`src/rtl/alarm_keypad_scanner.sv`:
```
`default_nettype none
// ============================================================================
// Module   : alarm_keypad_scanner
// Purpose  : Scans a 4-row x 3-column alarm-clock keypad, debounces it over
//            whole scan frames and presents a held 4-bit key code plus a
//            one-cycle press strobe.
// Ports    : clock       - system clock
//            reset       - synchronous, active-high reset
//            row[3:0]    - keypad rows, active-low, asynchronous (row[0]=top)
//            col[2:0]    - column drives, active-low, one low at a time
//            key[3:0]    - debounced key code, 4'hF (NOKEY) when none held
//            key_pressed - one-cycle pulse when a new key is accepted
// Options  : `define MULTI_KEY_REJECT_EN -> a frame with more than one pressed
//            intersection reads as NOKEY. Otherwise the lowest column, then
//            the lowest row, wins.
// Revision : 1.0 - initial release
// ============================================================================
module alarm_keypad_scanner #(
  parameter int SCAN_DIV        = 1000,
  parameter int DEBOUNCE_FRAMES = 4
) (
  input  logic       clock,
  input  logic       reset,
  input  logic [3:0] row,
  output logic [2:0] col,
  output logic [3:0] key,
  output logic       key_pressed
);

  localparam int                SLOT_W      = $clog2(SCAN_DIV);
  localparam int                DB_W        = $clog2(DEBOUNCE_FRAMES + 1);
  localparam logic [SLOT_W-1:0] C_SLOT_LAST = SLOT_W'(SCAN_DIV - 1);
  localparam logic [DB_W-1:0]   C_DB_LAST   = DB_W'(DEBOUNCE_FRAMES - 1);
  localparam logic [3:0]        C_NOKEY     = 4'hF;

  typedef enum logic [1:0] {
    S_NO_KEY          = 2'd0,
    S_PRESS_PENDING   = 2'd1,
    S_KEY_HELD        = 2'd2,
    S_RELEASE_PENDING = 2'd3
  } state_t;

  // Key legend: rows 0..2 are the digits 1..9 laid out 3 per row, bottom row
  // is '*', '0', '#'.
  function automatic logic [3:0] key_code(input logic [1:0] c, input logic [1:0] r);
    logic [3:0] code;
    if (r == 2'd3) begin
      case (c)
        2'd0:    code = 4'hA;
        2'd1:    code = 4'h0;
        default: code = 4'hB;
      endcase
    end else begin
      code = 4'(r) * 4'd3 + 4'(c) + 4'd1;
    end
    return code;
  endfunction

  logic [3:0]        row_s1_q, row_s1_d, row_s2_q, row_s2_d;
  logic [SLOT_W-1:0] slot_cnt_q, slot_cnt_d;
  logic [2:0]        col_q, col_d;
  logic [1:0]        col_idx_q, col_idx_d;
  logic [3:0]        code_q, code_d;       // first key seen in current frame
  state_t            state_q, state_d;
  logic [3:0]        cand_q, cand_d;
  logic [DB_W-1:0]   db_cnt_q, db_cnt_d;
  logic [3:0]        key_q, key_d;
  logic              key_pressed_q, key_pressed_d;
`ifdef MULTI_KEY_REJECT_EN
  logic              multi_q, multi_d;     // >1 intersection seen this frame
  logic              w_slot_multi;
  logic              w_frame_multi;
`endif

  logic       w_slot_end;
  logic       w_frame_done;
  logic       w_slot_hit;
  logic [3:0] w_slot_code;
  logic [3:0] w_first_code;
  logic [3:0] w_frame_code;

  assign w_slot_end   = (slot_cnt_q == C_SLOT_LAST);
  assign w_frame_done = w_slot_end && (col_idx_q == 2'd2);

  // Decode the synchronized rows for the active column. Walking from the
  // bottom row up leaves the lowest pressed row as the slot's code.
  always_comb begin
    w_slot_hit  = 1'b0;
    w_slot_code = C_NOKEY;
`ifdef MULTI_KEY_REJECT_EN
    w_slot_multi = 1'b0;
`endif
    for (int r = 3; r >= 0; r--) begin
      if (!row_s2_q[r]) begin
`ifdef MULTI_KEY_REJECT_EN
        if (w_slot_hit) w_slot_multi = 1'b1;
`endif
        w_slot_hit  = 1'b1;
        w_slot_code = key_code(col_idx_q, 2'(r));
      end
    end
  end

  // Columns are scanned in ascending order, so the first hit of the frame is
  // the lowest column.
  assign w_first_code = (code_q != C_NOKEY) ? code_q : w_slot_code;

`ifdef MULTI_KEY_REJECT_EN
  assign w_frame_multi = multi_q | w_slot_multi | ((code_q != C_NOKEY) & w_slot_hit);
  assign w_frame_code  = w_frame_multi ? C_NOKEY : w_first_code;
`else
  assign w_frame_code  = w_first_code;
`endif

  always_comb begin
    row_s1_d      = row;
    row_s2_d      = row_s1_q;
    slot_cnt_d    = slot_cnt_q + 1'b1;
    col_d         = col_q;
    col_idx_d     = col_idx_q;
    code_d        = code_q;
`ifdef MULTI_KEY_REJECT_EN
    multi_d       = multi_q;
`endif
    state_d       = state_q;
    cand_d        = cand_q;
    db_cnt_d      = db_cnt_q;
    key_d         = key_q;
    key_pressed_d = 1'b0;

    if (w_slot_end) begin
      slot_cnt_d = '0;
      col_d      = {col_q[1:0], col_q[2]};   // 110 -> 101 -> 011 -> 110
      col_idx_d  = (col_idx_q == 2'd2) ? 2'd0 : col_idx_q + 2'd1;
      if (w_frame_done) begin
        code_d = C_NOKEY;
`ifdef MULTI_KEY_REJECT_EN
        multi_d = 1'b0;
`endif
      end else begin
        code_d = w_first_code;
`ifdef MULTI_KEY_REJECT_EN
        multi_d = w_frame_multi;
`endif
      end
    end

    if (w_frame_done) begin
      case (state_q)
        S_NO_KEY: begin
          if (w_frame_code != C_NOKEY) begin
            cand_d   = w_frame_code;
            db_cnt_d = DB_W'(1);
            if (DEBOUNCE_FRAMES == 1) begin
              key_d         = w_frame_code;
              key_pressed_d = 1'b1;
              state_d       = S_KEY_HELD;
            end else begin
              state_d = S_PRESS_PENDING;
            end
          end
        end
        S_PRESS_PENDING: begin
          if (w_frame_code == C_NOKEY) begin
            state_d = S_NO_KEY;
          end else if (w_frame_code == cand_q) begin
            if (db_cnt_q == C_DB_LAST) begin
              key_d         = cand_q;
              key_pressed_d = 1'b1;
              state_d       = S_KEY_HELD;
            end else begin
              db_cnt_d = db_cnt_q + 1'b1;
            end
          end else begin
            cand_d   = w_frame_code;
            db_cnt_d = DB_W'(1);
          end
        end
        S_KEY_HELD: begin
          if (w_frame_code != key_q) begin
            if (DEBOUNCE_FRAMES == 1) begin
              key_d   = C_NOKEY;
              state_d = S_NO_KEY;
            end else begin
              db_cnt_d = DB_W'(1);
              state_d  = S_RELEASE_PENDING;
            end
          end
        end
        S_RELEASE_PENDING: begin
          if (w_frame_code == key_q) begin
            state_d = S_KEY_HELD;          // short glitch, keep the key
          end else if (db_cnt_q == C_DB_LAST) begin
            key_d   = C_NOKEY;
            state_d = S_NO_KEY;
          end else begin
            db_cnt_d = db_cnt_q + 1'b1;
          end
        end
        default: state_d = S_NO_KEY;
      endcase
    end
  end

  always_ff @(posedge clock) begin
    if (reset) begin
      row_s1_q      <= 4'hF;
      row_s2_q      <= 4'hF;
      slot_cnt_q    <= '0;
      col_q         <= 3'b110;
      col_idx_q     <= 2'd0;
      code_q        <= C_NOKEY;
`ifdef MULTI_KEY_REJECT_EN
      multi_q       <= 1'b0;
`endif
      state_q       <= S_NO_KEY;
      cand_q        <= C_NOKEY;
      db_cnt_q      <= '0;
      key_q         <= C_NOKEY;
      key_pressed_q <= 1'b0;
    end else begin
      row_s1_q      <= row_s1_d;
      row_s2_q      <= row_s2_d;
      slot_cnt_q    <= slot_cnt_d;
      col_q         <= col_d;
      col_idx_q     <= col_idx_d;
      code_q        <= code_d;
`ifdef MULTI_KEY_REJECT_EN
      multi_q       <= multi_d;
`endif
      state_q       <= state_d;
      cand_q        <= cand_d;
      db_cnt_q      <= db_cnt_d;
      key_q         <= key_d;
      key_pressed_q <= key_pressed_d;
    end
  end

  assign col         = col_q;
  assign key         = key_q;
  assign key_pressed = key_pressed_q;

endmodule
`default_nettype wire

```
`config.mk`:
```
export PLATFORM = sky130hd
export DESIGN_NAME = alarm_keypad_scanner
export DESIGN_NICKNAME = d
export VERILOG_FILES = /design/src/rtl/alarm_keypad_scanner.sv
export SDC_FILE = /design/constraint.sdc
export NUM_CORES = 1
export LEC_CHECK = 0
export BUFFER_PORTS_ARGS = -buffer_cell sky130_fd_sc_hd__buf_2
export CAP_MARGIN = 10
export CORE_MARGIN = 3
export CORE_UTILIZATION = 50
export CTS_BUF_LIST = sky130_fd_sc_hd__clkbuf_8 sky130_fd_sc_hd__clkbuf_16
export CTS_CLUSTER_DIAMETER = 120
export DETAILED_ROUTE_END_ITERATION = 10
export GPL_ROUTABILITY_DRIVEN = 0
export PLACE_DENSITY = 0.76
export SETUP_SLACK_MARGIN = 0.2
export SLEW_MARGIN = 40
export SYNTH_ARGS = -nofsm -noshare
export SYNTH_HDL_FRONTEND = slang
export SYNTH_SLANG_ARGS = --single-unit
```
`constraint.sdc`:
```
create_clock -name clock -period 3.55 [get_ports clock]
set_clock_uncertainty 0.15 [all_clocks]
set_input_delay 0.71 -clock clock [delete_from_list [all_inputs] [get_ports clock]]
set_output_delay 0.71 -clock clock [all_outputs]
set_load 0.01 [all_outputs]
```
* After elaboration in Yosys (flattened, before gate mapping) *
Cells that the tools add are included.

word-level totals
  flip-flop bits (word level) = 41
  input port bits = 6
  output and inout bits = 8
  word-level logic and storage cells = 91

cells by class
  $add $sub $neg = 8
  eq/ne operators = 24
  multiplexer cells = 34
  bitwise operators = 3
  reductions and logical operators = 11

operators by type and width
  kind                   number
  $mux 4                 14
  $pmux 4 s2             3
  $mux 3                 6
  $mux 2                 8
  $ne 2x2->1 const B     8
  $pmux 3 s4             1
  $add 10x1->10 const B  1
  $eq 10x10->1 const B   1
  $reduce_and 5->1       2
  $ne 3x3->1 const B     3
  $eq 4x4->1             2
  $ne 4x4->1 const B     2
  $pmux 2 s4             1
  $reduce_and 7->1       1
  $eq 2x2->1 const B     3
  $reduce_and 6->1       1
  $reduce_or 5->1        1
  $add 3x1->4 const B    1
  $add 3x2->4 const A    1
  $add 4x1->4 const B    1
  $eq 2x1->1 const B     2
  $eq 4x4->1 const B     1
  $logic_not 2->1        2
  $ne 4x4->1             1
  10 further kinds       13

* Depth between registers and ports, before layout *
Gate-level depths: netlist of the first run.

  depth in word-level cells = 11
  mapped depth = 10
  gate-level depth less buffers = 9

* Least setup slack after synthesis of the first run *
OpenSTA, ideal clock, no wires.

  kind = reg-to-reg
  from = register col_idx_q[0]
  to = register db_cnt_q[0]
  setup time = 0.117 ns
  arrival time = 2.383 ns
  required time = 3.283 ns
  setup slack = 0.900 ns
  stages on the path, launching flop included = 11
  buffers on the path = 1
  clock period less this slack = 2.650 ns
  cells stage by stage = dfxtp_1 buf_4 inv_1 ha_1 o21ba_2 a211oi_2 o21ai_1 xnor2_1 or4b_1 and3_1 a22o_1

between the ends
  word-level cells in the longest chain between the ends = 11
  elaborated cells on any way between the ends = 28
  those cells by class = 5 x add/sub; 11 x eq/ne; 9 x mux; 3 x reduce/logical

ends and longest elaborated chain
  element                                                               RTL line  source
  start, declared                                                       62        logic [1:0] col_idx_q, col_idx_d;
  start signal, assigned                                                226       col_idx_q <= col_idx_d;
  parallel branches: the longest is 11 deep, another holds $add 3x2->4  --
  end signal, assigned                                                  233       db_cnt_q <= db_cnt_d;
  end, declared                                                         66        logic [DB_W-1:0] db_cnt_q, db_cnt_d;

Parallel ways; which one is timed is not known. The select of a mux whose other input is x is not followed.
A chain may end at the register's enable or synchronous reset.

* Final worst setup path of the first run *
  from = register col_idx_q[0]
  to = register state_q[0]

between the ends
  word-level cells in the longest chain between the ends = 10
  elaborated cells on any way between the ends = 29
  those cells by class = 5 x add/sub; 12 x eq/ne; 9 x mux; 3 x reduce/logical

ends and longest elaborated chain
  element                                                               RTL line  source
  parallel branches: the longest is 10 deep, another holds $add 3x2->4  --
  end signal, assigned                                                  231       state_q <= state_d;
  end, declared                                                         64        state_t state_q, state_d;

Parallel ways; which one is timed is not known.

==> impl_results.md, run 1 <==
- Layout cells sized above 1: 0.159
- Vias in the first global route: 1728
- Syn nets: 274
- Mapped cell area: 2250 sq um
- WP data arrival: 2970 ps
- Total clock sinks: 41
- Mean routed wirelength per cell: 14.7 microns
- Core area: 4170 sq um
- Antenna-violating nets left: 0
- Cts hold-fix bufs: 0
- Most common cell after layout, fill and taps aside: dfxtp_1
- Critical path class: reg -> reg
- PwrDens: 406 nW/um^2
- Filler cells: 379
- Max_slew headroom: 0.658
- CP Capture Type: register
- Hold Path Origin: row_s1_q[2]
- Vias: 1879
- CTS-repair resized insts: 0
- Seq cells post-synth: 41
- P_leak: 0.953 nW
- Routed WL: 4720 microns
- Yosys top cell by area: dfxtp_1
- All-Layer GR Usage: 0.195
- RSZ-0062 raised after global routing: no
- Slew @ Worst Pin: 512 ps
- Worst-Skew Late Latency: 290 ps
- Most frequent cells in the layout: dfxtp_1, nor2_1, nand2_1, buf_2, nand3_1
- Synth cell types: 63
- Die X: 73.1 microns
- Initial Utilization: 0.540
- Setup_tns: 0 ps
- Root buffer cell: clkbuf_8
- Crit share post-route: 0.825
- First-pass GRT wire length: 8130 microns
- Worst Hold Depth: 1
- Mapped Cells: 261
- WP data required: 3590 ps
- Fraction of registers with async set/reset: 0
- H-tree Lvls: 2
- Crit-path max FO: 11
- Fin cells: 321
- Num CTS Buffers: 5
- Final worst slack: 623 ps
- Dpl ws: 645 ps
- Top cell type's share of synthesized area: 0.364
- Residual DRC: 0
- I/O Buffers: 13
- Final Hold Viols: 0
- Switching Share: 0.215
- Grt ovf: 0
- Largest net degree at the start of global routing: 30
- Initial drt markers: 82
- I/O pin count: 14
- Area Overhead vs Synth: 8.61%
- Critical path origin: col_idx_q[0]
- Dpl cells: 313
- Die height: 73.1 microns
- Post-DP Area: 2310 sq um
- Seq pwr share: 0.476
- Routed vias/inst: 5.85
- Yosys warning count: 0
- Reg2reg setup slack: 620 ps
- Avg Inst Size Synth: 8.63 sq um
- R2r endpoint: state_q[0]
- CTS max path bufs: 2
- Hold EP: row_s2_q[2]
- Max Cap Viol: 0
- Initial antenna violation count: 0
- CTS clk-pin slew, worst paths: 80 ps
- Detailed Place HPWL: 3350 microns
- Setup Viol. Count Final: 0
- Internal: 0.779 mW
- Predominant post-synthesis flop cell: dfxtp_1
- Full die area: 5350 sq um
- # diodes: 0
- NumNets Final: 283
- Status: finished clean
- CTS tree: built
- Register-to-Register Path Depth: 9
- Peak VDD IR: 0.335 mV
- Largest cells by area after synthesis: dfxtp_1, nor2_1, nand2_1
- Site row count: 23
- Combinational power share: 0.080
- Drt pass-1 iters: 4
- Clk network pwr share: 0.444
- Number of flops mapped to enable cells by yosys: 0
- Register area share after synthesis: 0.364
- Hold Path Class: reg -> reg
- Fmax achieved: 0.342 GHz
- Max Transition Viols Final: 0
- Min Tclk post-route: 2930 ps
- Reg2reg start: col_idx_q[0]
- Fin area: 2450 sq um
- Net load switching power: 0.213 mW
- Startpoint Class: register
- Setup Fix Bufs, Post-CTS: 0
registers in the layout (all words and copies together), names as in the netlist:
signal       cells
state_q          2
col              3
slot_cnt_q      10
key_pressed      1
row_s2_q         4
code_q           4
cand_q           4
col_idx_q        2
db_cnt_q         3
row_s1_q         4
key              4
layer usage:
layer,routed length [microns],track usage,vias up
met5,0,0,-
met4,127,0.0779,0
met3,193,0.0455,16
met2,2240,0.310,63
met1,2160,0.252,857
li1,-,-,943
cell type report:
type	count	area, sq um	share of cell area
inverters	11	41.3	0.0169
repair buffers	13	65.1	0.0266
well taps	50	62.6	0.0256
flip-flops and latches	41	821	0.336
clock inverters	3	65.1	0.0266
multi-input cells	198	1320	0.541
clock buffers	5	68.8	0.0281
worst max-delay path by stage:
stage               slack [ps]  depth (start not counted)           to
CTS                        630                          9  db_cnt_q[0]
global route               440                          9   state_q[0]
floorplan                  900                         10  db_cnt_q[0]
finish                     620                          9   state_q[0]
global placement           730                          9   state_q[0]
detailed placement         640                          9   state_q[0]
through the flow:
stage	hold slack (ps)	power, mW	util
6_report	260	0.992	0.586
5_1_grt	277	1.04	0.586
4_1_cts	263	1.00	0.586
3_5_place_dp	244	0.561	0.554
3_3_place_gp	240	0.560	0.554
2_1_floorplan	239	0.547	-
cell usage after synthesis (all sizes together), types with 2 or more instances:
library cell / number
nand2b: 8
and2: 5
inv: 10
xnor2: 8
or2: 8
nand3: 11
o21ai: 8
o31ai: 2
buf: 7
a21oi: 8
xor2: 4
a31oi: 3
and3: 3
a41o: 2
ha: 7
nor4: 2
nor3: 10
a311oi: 2
nor2: 31
nor2b: 3
o2111ai: 2
mux2i: 10
a211oi: 2
and4: 3
nand4: 2
clkbuf: 4
o32ai: 3
nand2: 27
o211ai: 4
dfxtp: 41
power by group through the flow:
| stage | sequential, mW | clock, mW | combinational (mW) |
|---|---|---|---|
| 2_1_floorplan | 0.481 | 0 | 0.0660 |
| 3_3_place_gp | 0.483 | 0 | 0.0762 |
| 3_5_place_dp | 0.483 | 0 | 0.0776 |
| 4_1_cts | 0.472 | 0.450 | 0.0787 |
| 5_1_grt | 0.474 | 0.476 | 0.0872 |
| 6_report | 0.473 | 0.440 | 0.0794 |
kinds of logic (layout without fill, tap and decap cells):
kind of cell	count (synthesis)	count (layout)	synth area share
compound gates	48	48	0.178
xor+xnor	12	12	0.0467
simple gates	120	120	0.272
flops	41	41	0.364
fa+ha+maj	7	7	0.0389
buf+inv	22	32	0.0483
mux	11	11	0.0511
critical path, stage by stage (launching register included):
cell      delay [ps]
dfxtp_1          540
inv_1            120
ha_1             250
o21ba_2          230
a211oi_2         280
o21ai_1          140
xnor2_1          170
or4b_1           560
nor3b_1          180
o211a_1          210
Power figures use the tool's default switching activity.
==> inputs of run 2 (changes only) <==
PLACE_DENSITY = 0.78   (was 0.76)
clock period = 2.5 ns   (was 3.55 ns; I/O delays follow)
==> impl_results.md, run 2 (synthesis results as in run 1) <==
- Setup_tns: -96.1 ps (-96.1 ps)
- CTS clk-pin slew, worst paths: 80 ps (about the same)
- Met3 Use GR: 0.0468 (+0.00138)
- Worst-Skew Late Latency: 300 ps (about the same)
- Startpoint Class: register
- Fin cells: 346 (+7.8%)
- CTS tree: built
- Peak VDD IR: 0.278 mV (-17%)
- Num CTS Buffers: 5 (unchanged)
- Vias in the first global route: 1925 (+11%)
- Cts hold-fix bufs: 0 (unchanged)
- Layout cells sized above 1: 0.328 (+0.169)
- Largest net degree at the start of global routing: 29 (-3.3%)
- Dpl cells: 331 (+5.8%)
- Min Tclk post-route: 2540 ps (-385 ps)
- Drt pass-1 iters: 5 (+1)
- I/O pin count: 14 (unchanged)
- Max reg flops: 10 (unchanged)
- Failing checks: setup timing
- I/O Buffers: 13 (unchanged)
- Root buffer cell: clkbuf_8
- Detailed Place HPWL: 3610 microns (+8.0%)
- Crit-path max FO: 5 (-6)
- Max Transition Viols Final: 0 (unchanged)
- Initial antenna violation count: 0 (unchanged)
- Most common cell after layout, fill and taps aside: dfxtp_1
- Final Hold Viols: 0 (unchanged)
- Antenna-violating nets left: 0 (unchanged)
- Mean routed wirelength per cell: 15.6 microns (+6.1%)
- Initial Utilization: 0.540 (unchanged)
- Multi-input gate area: 1490 sq um (+13%)
- Grt ovf: 0 (unchanged)
- Final worst slack: -42.4 ps (-665 ps)
- NumNets Final: 308 (+8.8%)
- Crit share post-route: 1.02 (+0.192)
- Site row count: 23 (unchanged)
- Reg area: 831 sq um (+1.2%)
- Max Cap Viol: 0 (unchanged)
- Met2 Usage GRT: 0.353 (+0.0427)
- Routed vias/inst: 5.95 (+1.6%)
- Fmax achieved: 0.393 GHz (+15%)
- WP data arrival: 2580 ps (-390 ps)
- Hold Path Class: in -> reg
- Die height: 73.1 microns (unchanged)
- Fin area: 2800 sq um (+14%)
- Setup Viol. Count Final: 4 (+4)
- Full die area: 5350 sq um (unchanged)
- Met1 Resource Use GR: 0.257 (+0.00444)
- Most frequent cells in the layout: dfxtp_1, nor2_1, nand2_1, buf_4, buf_2
- CTS max path bufs: 2 (unchanged)
- Core area: 4170 sq um (unchanged)
- Post-DP Area: 2490 sq um (+7.6%)
- # diodes: 0 (unchanged)
- GRT busiest layer: met2
- Residual DRC: 0 (unchanged)
- Status: finished, violations left
- Routed WL: 5390 microns (+14%)
- P_leak: 1.12 nW (+18%)
- H-tree Lvls: 2 (unchanged)
- Total clock sinks: 41 (unchanged)
- All-Layer GR Usage: 0.207 (+0.0126)
- Dpl ws: -103 ps (-747 ps)
- Critical path class: reg -> reg
- Vias: 2058 (+9.5%)
- Biggest register: slot_cnt_q
- CP Capture Type: register
- PwrDens: 489 nW/um^2 (+20%)
- First-pass GRT wire length: 8780 microns (+8.0%)
- Area Overhead vs Synth: 24.3%
- Max_slew headroom: 0.746 (+0.0877)
- Die X: 73.1 microns (unchanged)
- Slew @ Worst Pin: 381 ps (-132 ps)
- Filler cells: 314 (-17%)
- Initial drt markers: 125 (+52%)
- RSZ-0062 raised after global routing: yes
- WP data required: 2540 ps (-1050 ps)
-- run 2: final timing paths --
| path | from | end | slack (ps) | cells after the start |
|---|---|---|---|---|
| setup / recovery | col_idx_q[0] | state_q[0] | -40 | 9 |
| hold / removal | row[1] | row_s1_q[1] | 230 | 2 |
| setup reg to reg | col_idx_q[0] | state_q[0] | -40 | 9 |
| hold reg to reg | row_s1_q[1] | row_s2_q[1] | 270 | 1 |
-- run 2: power breakdown --
group / switching, mW / internal [mW] / leakage [nW] / total, mW
logic: 0.0801 / 0.0762 / 0.729 / 0.156
registers: 0.00930 / 0.662 / 0.333 / 0.671
clock network: 0.241 / 0.299 / 0.0585 / 0.541
total: 0.331 / 1.04 / 1.12 / 1.37
-- run 2: cell type report --
cell class              instances  area share
clock buffers                   5      0.0246
clock inverters                 3      0.0156
inverters                      11      0.0156
multi-input cells             198       0.533
flip-flops and latches         41       0.297
well taps                      50      0.0224
repair buffers                 38      0.0916
-- run 2: worst max-delay path, cell delays in order, from the launching register on --
cell      delay (ps)
dfxtp_4          400
inv_4             40
ha_4             160
o21ba_4          200
a211oi_4         280
o21ai_2          110
xnor2_2          150
or4b_4           540
nor3b_2          180
o211a_1          230
-- run 2: metal layers --
layer / wire length [microns] / share of wire
met4: 42 / 0.0078
met2: 2740 / 0.51
met3: 339 / 0.063
met1: 2270 / 0.42
met5: 0 / 0
-- run 2: per-stage QoR --
stage               total power, mW  utilization  hold slack [ps]
finish                         1.37        0.671              233
floorplan                     0.779            -              239
global route                   1.43        0.671              225
detailed placement            0.813        0.596              250
CTS                            1.36        0.637              226
global placement              0.810        0.596              241
-- run 2: what timing repair did --
item | in CTS | in global routing
pin swaps | 9 | 8
endpoints found under the setup margin | 13 | 14
buffers inserted | 3 | 4
resized for setup | 8 | 22
